File: src/rtl/sstu_pkg.sv
// Shared codes and sizes for the SSTU controller/datapath interface.
package sstu_pkg;

  localparam int DW   = 8;
  localparam int NREG = 16;
  localparam int AW   = 4;

  typedef enum logic [1:0] {
    OP_AND = 2'd0,
    OP_XOR = 2'd1,
    OP_ADD = 2'd2,
    OP_ROL = 2'd3
  } alu_op_e;

  typedef enum logic [2:0] {
    SRC_A     = 3'd0,
    SRC_B     = 3'd1,
    SRC_CONST = 3'd2,
    SRC_ALU   = 3'd3,
    SRC_FB    = 3'd4
  } src_sel_e;

  localparam logic [AW-1:0] ADDR_OUT  = 4'd0;
  localparam logic [AW-1:0] ADDR_INA  = 4'd1;
  localparam logic [AW-1:0] ADDR_INB  = 4'd2;
  localparam logic [AW-1:0] ADDR_GEN0 = 4'd3;

endpackage

File: src/rtl/sstu_alu.sv
// Combinational ALU: AND / XOR / ADD with carry / rotate-left of op1.
module sstu_alu
  import sstu_pkg::*;
#(
  parameter int W = sstu_pkg::DW
) (
  input  logic [W-1:0] op1_i,
  input  logic [W-1:0] op2_i,
  input  logic [1:0]   insel_i,
  output logic [W-1:0] result_o,
  output logic         z_o,
  output logic         co_o
);

  logic [W:0] sum;

  assign sum = {1'b0, op1_i} + {1'b0, op2_i};

  always_comb begin
    result_o = '0;
    co_o     = 1'b0;
    case (insel_i)
      OP_AND: result_o = op1_i & op2_i;
      OP_XOR: result_o = op1_i ^ op2_i;
      OP_ADD: begin
        result_o = sum[W-1:0];
        co_o     = sum[W];
      end
      OP_ROL: result_o = {op1_i[W-2:0], op1_i[W-1]};
      default: result_o = '0;
    endcase
  end

  // Rotate keeps zero-ness, so z doubles as a zero test of op1 under OP_ROL.
  assign z_o = (result_o == '0);

endmodule

File: src/rtl/sstu_datapath.sv
// SSTU datapath: register file (out/inA/inB/general), write-data mux,
// feedback read port and ALU, driven by the exponentiation control unit.
module sstu_datapath
  import sstu_pkg::*;
#(
  parameter int DW   = sstu_pkg::DW,
  parameter int NREG = sstu_pkg::NREG
) (
  input  logic          clk,
  input  logic          rst_n,
  input  logic [DW-1:0] a_in,
  input  logic [DW-1:0] b_in,
  input  logic [DW-1:0] cu_const,
  input  logic [1:0]    insel,
  input  logic [2:0]    in_mux_add,
  input  logic [3:0]    out_mux_add,
  input  logic [3:0]    reg_add,
  input  logic          we,
  output logic [DW-1:0] data_out,
  output logic          out_valid,
  output logic          z,
  output logic          co
);

  logic [DW-1:0] regs_q [NREG];
  logic          out_valid_q;
  logic          out_valid_d;
  logic [DW-1:0] wr_data;
  logic [DW-1:0] fb_data;
  logic [DW-1:0] alu_result;

  // Feedback reads the pre-edge contents, so a same-cycle write to the
  // same address returns the old value.
  always_comb begin
    fb_data = '0;
    if (int'(out_mux_add) < NREG) fb_data = regs_q[out_mux_add];
  end

  always_comb begin
    wr_data = '0;
    case (in_mux_add)
      SRC_A:     wr_data = a_in;
      SRC_B:     wr_data = b_in;
      SRC_CONST: wr_data = cu_const;
      SRC_ALU:   wr_data = alu_result;
      SRC_FB:    wr_data = fb_data;
      default:   wr_data = '0;
    endcase
  end

  assign out_valid_d = we && (reg_add == ADDR_OUT);

  always_ff @(posedge clk or negedge rst_n) begin
    if (!rst_n) begin
      for (int i = 0; i < NREG; i++) regs_q[i] <= '0;
      out_valid_q <= 1'b0;
    end else begin
      if (we && (int'(reg_add) < NREG)) regs_q[reg_add] <= wr_data;
      out_valid_q <= out_valid_d;
    end
  end

  sstu_alu #(.W(DW)) u_alu (
    .op1_i    (regs_q[ADDR_INA]),
    .op2_i    (regs_q[ADDR_INB]),
    .insel_i  (insel),
    .result_o (alu_result),
    .z_o      (z),
    .co_o     (co)
  );

  assign data_out  = regs_q[ADDR_OUT];
  assign out_valid = out_valid_q;

endmodule

File: config.mk
export PLATFORM = sky130hd
export DESIGN_NAME = sstu_datapath
export DESIGN_NICKNAME = d
export VERILOG_FILES = /design/src/rtl/sstu_pkg.sv /design/src/rtl/sstu_alu.sv /design/src/rtl/sstu_datapath.sv
export SDC_FILE = /design/constraint.sdc
export NUM_CORES = 1
export LEC_CHECK = 0
export CAP_MARGIN = 10
export CORE_ASPECT_RATIO = 0.8
export CORE_MARGIN = 10
export CORE_UTILIZATION = 45
export CTS_CLUSTER_DIAMETER = 150
export DETAILED_ROUTE_END_ITERATION = 8
export REMOVE_ABC_BUFFERS = 1
export SLEW_MARGIN = 25
export SYNTH_ARGS = -nofsm -noshare
export SYNTH_HDL_FRONTEND = slang
export SYNTH_SLANG_ARGS = --single-unit
File: constraint.sdc
create_clock -name clk -period 3.6 [get_ports clk]
set_input_delay 0.54 -clock clk [delete_from_list [all_inputs] [get_ports clk]]
set_output_delay 0.54 -clock clk [all_outputs]
set_load 0.005 [all_outputs]
Word-level counts from Yosys, hierarchy flattened. Index checks and enable logic that the tools add are counted.

Add/subtract/negate cells: 1. $lt $le $gt $ge: 3. Equal/unequal tests: 7. Multiplexer cells: 9. Bitwise logic cells: 4. Reductions and logical operators: 6.

Operators with widths (number): bitwise mux 128 bit (1); case mux 8 bit (5 select lines) (1); binary-select mux 8 bit (select 4 bit) (1); demux 8 bit (select 4 bit) (1); case mux 8 bit (4 select lines) (1); two-way mux 8 bit (3); greater-or-equal comparator 5 bit, second input constant (2); inverter 4 -> 5 bit (2); adder 8 x 8 -> 9 bit (1); bitwise AND 8 bit (1); zero test 8 bit (1); bitwise XOR 8 bit (1); equality test 3 x 2 -> 1 bit, second input constant (2); less-than comparator 5 x 1 -> 1 bit, second input constant (1); equality test 2 bit, second input constant (2); zero test 4 bit (1); equality test 3 x 1 -> 1 bit, second input constant (1); equality test 3 bit, second input constant (1); zero test 3 bit (1); equality test 2 x 1 -> 1 bit, second input constant (1); logical AND 1 bit (2); zero test 2 bit (1); two-way mux 1 bit (1).

Flip-flop bits (word level): 129. Logic and storage cells: 47.

Logic depth before layout (Yosys ltp).
Word-level depth: 6. Mapped depth: 9. Depth with buffers taken out: 8.

By module. From an unflattened synthesis, not the netlist that was laid out.

Cell total of the unflattened synthesis: 557. Area total of the unflattened synthesis: 6767.7 um^2.

By module, submodules not included: sstu_datapath (times used 1, cells an instance 489, area each 6130.9 um^2); sstu_alu (times used 1, cells an instance 68, area each 636.9 um^2).

Least setup slack after synthesis. OpenSTA, ideal clock, no wires.

Path kind: register -> output. Start point: reg regs_q[104] in the netlist's numbering. End point: out z. Arrival: 2.159 ns. Path slack: 0.901 ns. Cell stages (with the launch flop): 7. Cells stage by stage: dfrtp_1 > ha_1 > fa_1 > mux4_2 > nor4_1 > o311ai_0 > nor4_1.

Word-level cells in the longest chain between the ends: 3. Elaborated cells on any way between the ends: 5. Classes of those cells: add/sub (1); mux (1); bitwise (2); reduce/logical (1).

RTL lines: start, declared (line sstu_datapath.sv:25) `logic [DW-1:0] regs_q [NREG];`; adder 8 x 8 -> 9 bit (tied with other cells) (line sstu_alu.sv:17) `assign sum = {1'b0, op1_i} + {1'b0, op2_i};`; case mux 8 bit (4 select lines) (*) (line sstu_alu.sv:22) `case (insel_i)`; zero test 8 bit (*) (line sstu_alu.sv:35) `assign z_o = (result_o == '0);`; end, declared (line sstu_datapath.sv:21) `output logic z,`.

Mark *: on every way between the ends. The rest lies on a longest branch, timed or not.

Worst setup path in the final report.
Start point: reg regs_q[112] in the netlist's numbering. End point: out z.

Same word-level chain as after synthesis.

==> impl_metrics.py <==
metrics = {
    "pwr": {
        "clock_power_share": 0.384,
        "total_chip_power_mw": 4.899,
        "p_int_mw": 3.554,
        "seqPwrFrac": 0.402,
        "power.leakage_nw": 3.558,
        "power_switching_share": 0.2745,
        "combinationalPowerShare": 0.214,
        "peakVddDrop_v": 0.0003849,
        "pwr_density_cell_nw_per_um2": 599.3,
        "net-switching-power_mw": 1.345,
    },
    "die": {
        "placeableCoreArea_um2": 14490,
        "fp.dieArea_um2": 20320,
        "die-width_um": 156.9,
        "initial_utilization": 0.4656,
        "floorplan.rows": 39,
        "chipHeight_um": 129.5,
        "top_level_ports": 51,
    },
    "logic_synthesis": {
        "synth.area.mux_share": 0.1912,
        "synth-seq-area-share": 0.4784,
        "synthCells": 636,
        "syn_area_um2": 6748,
        "synth_compound_gate_area_share": 0.1363,
        "synth_top_area_share": 0.4784,
        "postSynthRegisterBits": 129,
        "synth.lib_cells_used.distinct": 52,
        "synth_enable_flop_cells": 0,
        "synth.top_cells.by_area": "dfrtp_1 48%, mux4_2 11%, nor2_1 5.3%",
        "synthSimpleGateAreaFrac": 0.1222,
        "post_synth_fa_ha_maj_area_fraction": 0.01780,
        "post_synth_xor_area_fraction": 0.006490,
        "syn_avg_cell_area_um2": 10.61,
        "synth-async-reset-ratio": 1.000,
        "synth_top_family_by_area": "multiplexers",
        "count_of_synthesis_stage_warnings_from_yosys": 0,
        "synth_ff_type": "dfrtp_1",
        "netlist.top_cell.by_area": "dfrtp_1",
    },
    "setup_path": {
        "cp_data_required_time_ns": 3.06,
        "setup.worst_path.start_class": "flip-flop",
        "worstPathBufferInverterCount": 1,
        "depth_of_the_worst_register_to_register_path": 7,
        "setup.worst_path.end_class": "output port",
        "slowest_stage": "mux4_2",
        "reg2reg_setup_slack_ns": 0.74,
        "critical_path.reg2reg.startpoint": "regs_q[115]",
        "critical-path-top-delay-family": "adder cells",
        "cpPeakStageDelay_ns": 0.50,
        "critical_path.reg2reg.endpoint": "regs_q[39]",
        "critical_path_type": "flip-flop to output port",
        "worstPathCellList": "ha_1 -> fa_1 -> mux4_2 -> nor4_2 -> o311ai_1 -> nor4_1 -> buf_2",
        "peak_fanout_along_the_critical_path": 4,
        "arrival_worst_endpoint_ns": 2.90,
    },
    "cells_and_area": {
        "synthToLayoutAreaGrowth_pct": 21.14,
        "final_common_cell": "dfrtp_1",
        "n_antenna_cell": 0,
        "final_cell_area_um2": 8174,
        "num-nets-final": 741,
        "mostFrequentLayoutCells": "129 x dfrtp_1, 95 x nor2_1, 71 x a21oi_1",
        "post_route_cells_drive_above_1_share": 0.2000,
    },
    "hold_path": {
        "timing.hold.worst.class": "input pin to async pin",
    },
    "route": {
        "avgViaCountPerCell": 5.886,
        "route.detailed.wl_per_inst_um": 21.77,
        "drc": 0,
        "first_pass_iters": 5,
        "num_vias": 5233,
        "wl_um": 19360,
        "ant_nets": 0,
        "drt_iter0_drc": 426,
    },
    "place": {
        "dpl_worst_slack_ns": 0.04554,
        "gp_routability_congestion": 0.9261,
        "port_buf_inserts": 50,
        "dpl-instance-area_um2": 7515,
        "post-dp-hpwl_um": 14060,
    },
    "timing": {
        "tightest_slew_ns": 0.8001,
        "period_minus_slack_ns": 3.440,
        "post-route-worst-setup-slack_ns": 0.1602,
        "post-route-period-util": 0.9555,
        "totalNegativeSetupSlack_ns": 0,
        "fmaxAchievable_ghz": 0.2907,
        "timing.max_slew.rel_slack": 0.4666,
        "setup_viol_count_final": 0,
        "rsz0062_at_grt": "false",
        "slew_viol_final": 0,
        "skew_ns": 0.008939,
        "timing.final.hold_violations": 0,
    },
    "clock_tree": {
        "clock-sinks": 129,
        "cts-buffers-inserted": 17,
        "clock_tree.root_cell": "clkbuf_16",
        "clock_tree.buffer_depth": 2,
        "tritoncts": "done",
        "clock_latency_ns": 0.42,
        "clkTransAtPathRegs_ns": 0.06,
        "cts_max_level": 4,
    },
    "job": {
        "cap_violations": 0,
    },
    "grt": {
        "global_route_wire_length_before_repair_um": 30240,
        "globalRouteOverflowTotal": 0,
        "grtUsageTotal": 0.1960,
        "grt_antenna_before_repair": 0,
        "largest_net_degree_at_the_start_of_global_routing": 39,
        "number_of_global_route_vias_before_repair": 5221,
    },
    "outcome": {
        "run_status": "complete, no violations",
    },
}
## synth_stat cells (10+ instances only)
cell / instances
dfrtp_1: 129
nor2_1: 95
a21oi_1: 71
nand2_1: 53
o21ai_0: 42
mux4_2: 33
mux2i_1: 31
clkbuf_1: 22
mux2_2: 21
buf_2: 17
a31oi_1: 14
buf_4: 10
## power groups by stage
stage                     clock network [mW]  logic, mW  registers [mW]
final                                   1.88       1.05            1.97
after detailed placement                   0       1.04            1.98
after floorplan                            0      0.659            1.91
after global routing                    1.97       1.15            2.01
after CTS                               1.90       1.05            1.97
after global placement                     0       1.02            1.96
## flip-flops by register name (all words and copies together) (netlist names)
signal / flops
regs_q: 120
data_out: 8
out_valid: 1
## worst max path at each step
stage,from,end,slack (ns),depth (start not counted)
6_report,regs_q[112],z,0.16,7
5_1_grt,regs_q[112],z,0.004,7
4_1_cts,regs_q[112],z,0.05,7
3_5_place_dp,insel[0],z,0.05,9
3_3_place_gp,insel[0],z,0.09,6
2_1_floorplan,regs_q[104],z,0.90,6
## final cells by class
class / count / area, um^2
inverter: 8 / 30.03
sequential: 129 / 3228
clock inverter: 9 / 178.9
clock buffer: 23 / 467.9
tap: 184 / 230.2
timing repair buffer: 93 / 823.3
multi-input combinational: 443 / 3216
fill: 1234 / 6319
## worst reg2reg max path: stages (launching register included)
cell	delay, ns
dfrtp_1	0.43
ha_1	0.46
nand2_1	0.10
o31ai_2	0.36
a31oi_1	0.19
nand3b_1	0.24
a311oi_4	0.74
a21oi_1	0.18
## cells by family (layout without fill, tap and decap cells)
logic type / after synthesis / in the layout
adder cells (fa/ha/maj): 9 / 9
XOR/XNOR: 5 / 5
flip-flops: 129 / 129
AO/OA/AOI/OAI: 154 / 154
multiplexers: 85 / 85
buffers and inverters: 64 / 133
AND/OR/NAND/NOR: 190 / 190
## stage by stage
stage / util / hold WS [ns] / cells
floorplan: - / 0.2444 / 580
global placement: 0.5185 / 0.4588 / 857
detailed placement: 0.5185 / 0.4680 / 857
CTS: 0.5635 / 0.09848 / 889
global route: 0.5640 / 0.1189 / 889
finish: 0.5640 / 0.09478 / 889
## per-layer routing
metal / routed length, um / GRT usage
met1: 8933 / 0.2757
met2: 8899 / 0.2993
met3: 1280 / 0.04398
met4: 243 / 0.05429
met5: 0 / 0
## repair_timing
action / CTS / global route
pin swaps: 0 / 1
resized for setup: 2 / 4
buffers inserted: 0 / 0
endpoints found under the setup margin: 1 / 1
hold buffers: 0 / 0
gates cloned: 0 / 0
Note: power is estimated with default switching activity, not from simulation.
